## src/rtl/adder_window_acc_pkg.sv

```systemverilog
// Shared defaults, window state encoding and a clog2 helper for the adder window accumulator.
package adder_window_acc_pkg;

  localparam int ADW_DATA_W     = 8;
  localparam int ADW_WIN_LEN    = 4;
  localparam int ADW_FIFO_DEPTH = 4;

  typedef enum logic {
    WIN_IDLE = 1'b0,
    WIN_FILL = 1'b1
  } win_state_e;

  function automatic int adw_clog2(input int value);
    int res;
    res = 0;
    for (int i = 0; i < 31; i++) begin
      if ((1 << i) < value) res = i + 1;
    end
    return res;
  endfunction

endpackage

```

## src/rtl/adder_window_acc_result_fifo.sv

```systemverilog
// Synchronous result FIFO; pointers carry one extra wrap bit to tell full from empty.
module adw_result_fifo
  import adder_window_acc_pkg::*;
#(
  parameter int W     = 10,
  parameter int DEPTH = 4
) (
  input  logic         clk,
  input  logic         rst_n,
  input  logic         push_i,
  input  logic [W-1:0] data_i,
  input  logic         pop_i,
  input  logic         flush_i,
  output logic         full_o,
  output logic         empty_o,
  output logic [W-1:0] head_o
);

  localparam int AW = adw_clog2(DEPTH);

  logic [W-1:0] mem_q [DEPTH];
  logic [AW:0]  wr_q, wr_d;
  logic [AW:0]  rd_q, rd_d;
  logic         wr_en;
  logic         rd_en;

  assign empty_o = (wr_q == rd_q);
  assign full_o  = (wr_q[AW] != rd_q[AW]) && (wr_q[AW-1:0] == rd_q[AW-1:0]);
  assign head_o  = empty_o ? '0 : mem_q[rd_q[AW-1:0]];

  // The caller only pushes when full if it pops in the same cycle.
  assign wr_en = push_i && !flush_i;
  assign rd_en = pop_i && !empty_o && !flush_i;

  always_comb begin
    wr_d = wr_q;
    rd_d = rd_q;
    if (flush_i) begin
      wr_d = '0;
      rd_d = '0;
    end else begin
      if (wr_en) wr_d = wr_q + (AW+1)'(1);
      if (rd_en) rd_d = rd_q + (AW+1)'(1);
    end
  end

  always_ff @(posedge clk or negedge rst_n) begin
    if (!rst_n) begin
      wr_q <= '0;
      rd_q <= '0;
    end else begin
      wr_q <= wr_d;
      rd_q <= rd_d;
    end
  end

  always_ff @(posedge clk) begin
    if (wr_en) mem_q[wr_q[AW-1:0]] <= data_i;
  end

endmodule

```

## src/rtl/adder_window_acc.sv

```systemverilog
// Accumulates WIN_LEN valid adder samples per window and queues totals in a result FIFO.
// Define ADW_ACC_SAT_EN to clamp sums at 2^ACC_W-1 instead of wrapping.
module adder_window_acc
  import adder_window_acc_pkg::*;
#(
  parameter int DATA_W     = ADW_DATA_W,
  parameter int WIN_LEN    = ADW_WIN_LEN,
  parameter int ACC_W      = ADW_DATA_W + adw_clog2(ADW_WIN_LEN),
  parameter int FIFO_DEPTH = ADW_FIFO_DEPTH
) (
  input  logic              clk,
  input  logic              rst_n,
  input  logic              in_valid,
  input  logic [DATA_W-1:0] in_data,
  input  logic              clr,
  output logic              out_valid,
  input  logic              out_ready,
  output logic [ACC_W-1:0]  out_sum,
  output logic              ovf_err
);

  localparam int CNT_W = adw_clog2(WIN_LEN);

  logic [CNT_W-1:0] cnt_q, cnt_d;
  logic [ACC_W-1:0] acc_q, acc_d;
  logic             ovf_q, ovf_d;
  win_state_e       win_state, win_state_d;
  logic [ACC_W:0]   sum_ext;
  logic [ACC_W-1:0] sum_res;
  logic             last_sample;
  logic             fifo_full, fifo_empty;
  logic             push, push_req, pop;

  assign sum_ext = {1'b0, acc_q} + {{(ACC_W+1-DATA_W){1'b0}}, in_data};
`ifdef ADW_ACC_SAT_EN
  assign sum_res = sum_ext[ACC_W] ? '1 : sum_ext[ACC_W-1:0];
`else
  assign sum_res = sum_ext[ACC_W-1:0];
`endif

  assign win_state   = (cnt_q == '0) ? WIN_IDLE : WIN_FILL;
  assign last_sample = (cnt_q == CNT_W'(WIN_LEN-1));
  assign out_valid   = !fifo_empty;

  // Pop is qualified by a valid head, so a same-cycle push into an empty FIFO never pops.
  always_comb begin
    cnt_d       = cnt_q;
    acc_d       = acc_q;
    ovf_d       = ovf_q;
    win_state_d = win_state;
    push_req    = 1'b0;
    pop         = 1'b0;
    push        = 1'b0;
    if (clr) begin
      cnt_d       = '0;
      acc_d       = '0;
      ovf_d       = 1'b0;
      win_state_d = WIN_IDLE;
    end else begin
      pop = out_valid && out_ready;
      if (in_valid) begin
        if (last_sample) begin
          push_req    = 1'b1;
          cnt_d       = '0;
          acc_d       = '0;
          win_state_d = WIN_IDLE;
        end else begin
          cnt_d       = cnt_q + CNT_W'(1);
          acc_d       = sum_res;
          win_state_d = WIN_FILL;
        end
      end
      push = push_req && (!fifo_full || pop);
      if (push_req && fifo_full && !pop) ovf_d = 1'b1;
    end
  end

  always_ff @(posedge clk or negedge rst_n) begin
    if (!rst_n) begin
      cnt_q <= '0;
      acc_q <= '0;
      ovf_q <= 1'b0;
    end else begin
      cnt_q <= cnt_d;
      acc_q <= acc_d;
      ovf_q <= ovf_d;
    end
  end

  assign ovf_err = ovf_q;

  adw_result_fifo #(
    .W     (ACC_W),
    .DEPTH (FIFO_DEPTH)
  ) u_fifo (
    .clk     (clk),
    .rst_n   (rst_n),
    .push_i  (push),
    .data_i  (sum_res),
    .pop_i   (pop),
    .flush_i (clr),
    .full_o  (fifo_full),
    .empty_o (fifo_empty),
    .head_o  (out_sum)
  );

  logic unused_state;
  assign unused_state = ^win_state_d;

endmodule

```

## config.mk

```make
export PLATFORM = sky130hd
export DESIGN_NAME = adder_window_acc
export DESIGN_NICKNAME = d
export VERILOG_FILES = /design/src/rtl/adder_window_acc_pkg.sv /design/src/rtl/adder_window_acc_result_fifo.sv /design/src/rtl/adder_window_acc.sv
export SDC_FILE = /design/constraint.sdc
export NUM_CORES = 1
export LEC_CHECK = 0
export BUFFER_PORTS_ARGS = -buffer_cell sky130_fd_sc_hd__buf_2
export CORE_ASPECT_RATIO = 0.75
export CORE_UTILIZATION = 40
export CTS_BUF_LIST = sky130_fd_sc_hd__clkbuf_4 sky130_fd_sc_hd__clkbuf_8 sky130_fd_sc_hd__clkbuf_16
export DETAILED_ROUTE_END_ITERATION = 12
export PLACE_DENSITY = 0.66
export SLEW_MARGIN = 40
export SYNTH_ARGS = -nofsm -noshare
export SYNTH_HDL_FRONTEND = slang
export SYNTH_SLANG_ARGS = --single-unit
```

## constraint.sdc

```tcl
create_clock -name clk -period 5.6 [get_ports clk]
set_input_delay 1.12 -clock clk [delete_from_list [all_inputs] [get_ports clk]]
set_output_delay 1.12 -clock clk [all_outputs]
set_load 0.1 [all_outputs]
```

==> results of run 1 <==
state kept, by name, summed over array words and instances, names as in the netlist:
name	cells
u_fifo.mem_q	40
acc_q	10
u_fifo.rd_q	3
u_fifo.wr_q	3
cnt_q	2
ovf_err	1
worst max-delay path: cells and delay by family, from the launching register on:
| kind | cells | cell delay, ns |
|---|---|---|
| flip-flops | 1 | 0.70 |
| buffers and inverters | 2 | 0.62 |
| XOR/XNOR | 1 | 0.32 |
| AND/OR/NAND/NOR | 2 | 0.23 |
cell type report:
cell class | count | share of cell area [%]
well taps | 98 | 3.61
clock buffers | 9 | 3.65
clock inverters | 7 | 2.25
repair buffers | 26 | 3.98
inverters | 11 | 1.22
flip-flops and latches | 59 | 49.4
multi-input cells | 142 | 35.9
worst max-delay path by stage:
stage,startpoint,end
after floorplan,u_fifo.rd_q[1],out_sum[0]
after global placement,u_fifo.rd_q[0],out_sum[5]
after detailed placement,u_fifo.rd_q[0],out_sum[2]
after CTS,u_fifo.rd_q[0],out_sum[2]
after global routing,u_fifo.rd_q[1],out_sum[3]
final,u_fifo.rd_q[1],out_sum[2]
metrics by stage:
step	total power, mW	cells	instance area (um2)
after floorplan	0.623	219	2970
after global placement	0.661	336	3200
after detailed placement	0.664	336	3200
after CTS	1.05	352	3400
after global routing	1.09	352	3400
final	1.04	352	3400
cells in the mapped netlist, drive strengths merged (4+ instances only):
master	instances	area share, %
and2	5	1.1
xor2	8	2.9
buf	4	0.55
nand2b	4	0.84
o31ai	5	1.7
ha	14	5.9
nor3	7	1.2
dfrtp	19	16
mux4	10	7.6
mux2i	4	1.3
inv	11	1.4
edfxtp	40	40
nand2	4	0.51
a21oi	9	1.5
nor2	19	2.4
xnor2	5	1.5
nor2b	14	3.0
power groups by stage:
stage	Combinational, mW	Sequential (mW)	Clock (mW)
floorplan	0.115	0.508	0
global placement	0.151	0.511	0
detailed placement	0.153	0.511	0
CTS	0.154	0.502	0.395
global route	0.170	0.503	0.418
finish	0.152	0.502	0.383
cells in the final DEF, fill, tap and decap left out, drive strengths merged, types with 2 or more instances in the layout:
cell type / instances
o311ai: 2
a211oi: 3
o21a: 3
nor2: 19
o31ai: 5
inv: 12
nor3: 7
or3: 2
clkinvlp: 2
edfxtp: 40
mux4: 10
nor2b: 14
a31oi: 2
nand2: 4
and2: 5
buf: 26
clkinv: 3
a21o: 3
dfrtp: 19
o21ai: 3
clkbuf: 9
xor2: 8
nand2b: 4
ha: 14
nand3b: 2
a32o: 2
xnor2: 5
a21oi: 9
mux2i: 4
cell families after synthesis:
group | count (synthesis)
flops | 59
buf+inv | 18
xor+xnor | 13
compound gates | 38
mux | 14
fa+ha+maj | 15
simple gates | 62
metal layers:
layer	vias to the layer above	track usage, %
met5	-	0
met4	0	5.65
met3	4	6.24
met2	35	21.2
met1	832	22.2
li1	878	-
==> flow_summary.toml, run 1 <==
[sta]
timing.hold.ws_ns = 0.487
fmax_mhz = 300
final_hold_viol_count = 0
worstMarginPinSlew_ns = 0.561
rsz0062_at_grt = "no"
skew_ns = 0.0128
fin_crit_sh_pct = 59.5
finalWorstSetupSlack_ns = 2.27
finalSetupViolCount = 0
setup_tns_ns = 0
period_needed_ns = 3.33
slew_viol_final = 0
slew_headroom_pct = 62.6

[final_layout]
fin_util_pct = 48.6
multi_input_area_mm2 = 0.00122
syn_to_final_growth_pct = 14.6
nNetsFinal = 277
fillers = 626
layout-drive-gt1-share_pct = 23.6
antennaDiodeCount = 0
seqCellArea_mm2 = 0.00168

[routing]
wl_met3_um = 207
wl_per_cell_um = 14.9
drc = 0
drt-total-wl_um = 5250
drt_iter0_drc = 84
dr.pass1.iters = 4
viasPerCell = 4.97
dr_total_vias = 1749
dr.max_layer_used = "met4"
wl_met1_um = 2730
ant_nets = 0
wl_met2_um = 2270

[power]
p_int_mw = 0.753
seq_power_share_pct = 48.4
pwr-share-comb_pct = 14.7
p_switching_mw = 0.285
max-vdd-ir-drop_v = 0.000129
p_clk_share_pct = 37.0
cellPowerDensity_mw_per_mm2 = 305
leakagePower_nw = 1.34
sw_frac_of_total_pct = 27.4

[min_path]
holdPathStages = 2
hold_start = "acc_q[6]"
whs_endpoint = "acc_q[6]"
hp-class = "reg -> reg"

[grt]
grt_max_degree = 23
grt_pass1_vias = 1672
antenna_found_initial = 0
grt_usage_pct = 15.6
grt_pass1_wl_um = 8580
gr-total-overflow = 0

[critical_path]
worstPathArrival_ns = 2.21
path_class = "reg -> out"
slowest_stage = "dfrtp_1"
reg2reg_depth = 4
r2r_setup_slack_ns = 3.35
critPathMaxFanout = 13
rr_endpoint = "u_fifo.mem_q[1][4]"
worstSetupStartpointType = "flop"
cp-end-kind = "output pin"
max_stage_delay_ns = 0.70
reg2reg_from = "u_fifo.rd_q[1]"
cp.required_ns = 4.48
crit_chain = "xor2_2 > nor3_1 > buf_4 > nor2b_1 > buf_2"

[floorplanning]
chipHeight_um = 76.6
dieWidth_um = 101
ios = 25
row_count = 26
fp.coreArea_mm2 = 0.00699
die_area_mm2 = 0.00777
initial_core_util_pct = 42.4

[synth]
synth_area_mm2 = 0.00297
synth_ff_type = "edfxtp_1"
synth.area.mux_share_pct = 8.94
synth_simple_gate_area_share_pct = 10.9
syn_avg_cell_area_um2 = 13.5
synth_compound_area_share_pct = 10.4
synth_edf_count = 40
syn-num-nets = 247
seq_area_frac_synth_pct = 56.5
synth_warnings = 0
synth_top_family_by_area = "simple AND/OR/NAND/NOR gates"
synth_xor_area_share_pct = 4.34
ys_ff_latch = 59
yosys.cell_types.count = 43
syn_inst = 219
async_reset_ff_share_pct = 32.2
synth_adder_area_share_pct = 6.58

[clocking]
cts_buffers = 9
cts_resized = 0
postCtsHoldBufs = 0
htree_levels = 3
clk_pin_slew_worst_paths_ns = 0.07
cts_tree = "yes"
cts_root_buf = "clkbuf_8"
cts.sinks = 59
insertion_delay_ns = 0.34
postCtsSetupBuffers = 0
clk_path_buf_depth = 2

[placed_design]
dp_hpwl_um = 3750
pre_cts_slack_ns = 2.45
io_buffers = 24
place_congestion = 0.776

[run]
maxCapViolCount = 0

[run_status]
status = "complete, no violations"
(Power assumes the default switching activity.)
==> run 2: changes to the inputs <==
clock period = 3.3 ns   (was 5.6 ns; I/O delays follow)
==> run 2 against run 1 <==
Against the previous run:
- non-clock buffer count is 2 higher
- final area grew 0.88%
- worst setup slack worse by 1.7 ns
- clock power rose by 86%
- total power increased by 76%
- worst hold slack lost 0.22 ns
- critical path depth grew 1
- via count grew 3.5%
- routed wire length up 5.5%
- critical path type unchanged
- largest power group unchanged
==> flow_summary.toml, run 2 (same netlist as run 1, synthesis figures left out) <==
[run_status]
status = "complete, no violations"

[clocking]
cts_root_buf = "clkbuf_8"
clk_pin_slew_worst_paths_ns = 0.07
cts_resized = 0
clk_path_buf_depth = 2
postCtsHoldBufs = 0
cts_buffers = 9
cts_tree = "yes"
cts.sinks = 59
htree_levels = 3
postCtsSetupBuffers = 0
insertion_delay_ns = 0.34

[sta]
period_needed_ns = 2.70
slew_viol_final = 0
fmax_mhz = 370
worstMarginPinSlew_ns = 0.548
finalWorstSetupSlack_ns = 0.599
finalSetupViolCount = 0
slew_headroom_pct = 63.4
skew_ns = 0.00842
fin_crit_sh_pct = 81.8
final_hold_viol_count = 0
setup_tns_ns = 0
timing.hold.ws_ns = 0.270
rsz0062_at_grt = "no"

[routing]
ant_nets = 0
dr.pass1.iters = 4
viasPerCell = 5.12
drt-total-wl_um = 5540
dr_total_vias = 1811
drc = 0
wl_per_cell_um = 15.7
drt_iter0_drc = 98

[critical_path]
crit_chain = "buf_4 > xor2_2 > nor3_1 > buf_4 > nor2b_1 > buf_2"
cp.required_ns = 2.64
slowest_stage = "buf_2"
r2r_setup_slack_ns = 1.12
reg2reg_depth = 7
critPathBufInv = 3
worstPathArrival_ns = 2.04
max_stage_delay_ns = 0.43
path_class = "reg -> out"
rr_endpoint = "u_fifo.mem_q[3][8]"
crit_family = "buffers and inverters"
cp-end-kind = "output pin"
reg2reg_from = "acc_q[0]"
worst_path_most_repeated_cell = "buf_4"
worstSetupStartpointType = "flop"
critPathMaxFanout = 13

[floorplanning]
ios = 25
fp.coreArea_mm2 = 0.00699
die_area_mm2 = 0.00777
chipHeight_um = 76.6
row_count = 26
initial_core_util_pct = 42.4
dieWidth_um = 101

[final_layout]
finalInstanceArea_mm2 = 0.00343
final_cell_mix = "edfxtp_1 (40), buf_2 (24), nor2_1 (19), dfrtp_1 (19)"
nNetsFinal = 279
final_common_cell = "edfxtp_1"
fin_cells = 354
largest_reg_flops = 40
fin_util_pct = 49.0
antennaDiodeCount = 0
syn_to_final_growth_pct = 15.6
layout-drive-gt1-share_pct = 23.4

[placed_design]
io_buffers = 24
dp_hpwl_um = 3820
post_dp_cell_area_mm2 = 0.00321
pre_cts_slack_ns = 0.745
place_congestion = 0.823
placed_cells = 338

[power]
cellPowerDensity_mw_per_mm2 = 533
max-vdd-ir-drop_v = 0.000213
p_total_mw = 1.83
p_int_mw = 1.35
p_clk_share_pct = 39.1
seq_power_share_pct = 46.5
sw_frac_of_total_pct = 26.2
p_switching_mw = 0.480
leakagePower_nw = 1.35
pwr-share-comb_pct = 14.5

[min_path]
hp-class = "in -> async"

[grt]
grt_use_met3_pct = 4.68
grt.busiest_layer = "met2"
grtUsageMet2_pct = 23.1
grt_pass1_vias = 1758
gr-usage-met1_pct = 22.4
antenna_found_initial = 0
grt_max_degree = 23
grt_usage_pct = 15.8
grt_pass1_wl_um = 8910
gr-total-overflow = 0

[run]
maxCapViolCount = 0
## run 2: cell count changes in the layout (fill, tap and decap cells not counted)
cell	previous run	this run
buf_4	2	4
bufinv_16	1	2
clkinv_1	0	1
clkinv_4	2	1
dfrtp_1	18	19
dfrtp_2	1	0
inv_6	1	0
## run 2: layer usage
layer,routed length [um],share of wire (%),up-vias
met2,2420,44,51
met3,289,5.2,8
met5,0,0,-
li1,-,-,887
met1,2770,50,865
met4,62,1.1,0
## run 2: worst max-delay path by stage
stage                    from                 end  cells after the start
4_1_cts        u_fifo.rd_q[0]          out_sum[0]                      4
3_5_place_dp       in_data[0]  u_fifo.mem_q[0][8]                      8
6_report       u_fifo.rd_q[1]          out_sum[5]                      6
2_1_floorplan  u_fifo.rd_q[1]          out_sum[0]                      4
5_1_grt        u_fifo.rd_q[1]          out_sum[1]                      6
3_3_place_gp       in_data[0]  u_fifo.mem_q[0][8]                      8
## run 2: layout make-up
class                   instances  area, um2
flip-flops and latches         59       1680
clock buffers                   9        124
fillers                       627       3570
clock inverters                 7       92.6
well taps                      98        123
multi-input cells             142       1220
inverters                      11       41.3
repair buffers                 28        150
## run 2: power by group through the flow
stage | logic (mW) | registers (mW) | clock network (mW)
2_1_floorplan | 0.195 | 0.862 | 0
3_5_place_dp | 0.265 | 0.865 | 0
4_1_cts | 0.266 | 0.850 | 0.734
5_1_grt | 0.295 | 0.852 | 0.763
3_3_place_gp | 0.258 | 0.864 | 0
6_report | 0.264 | 0.850 | 0.714
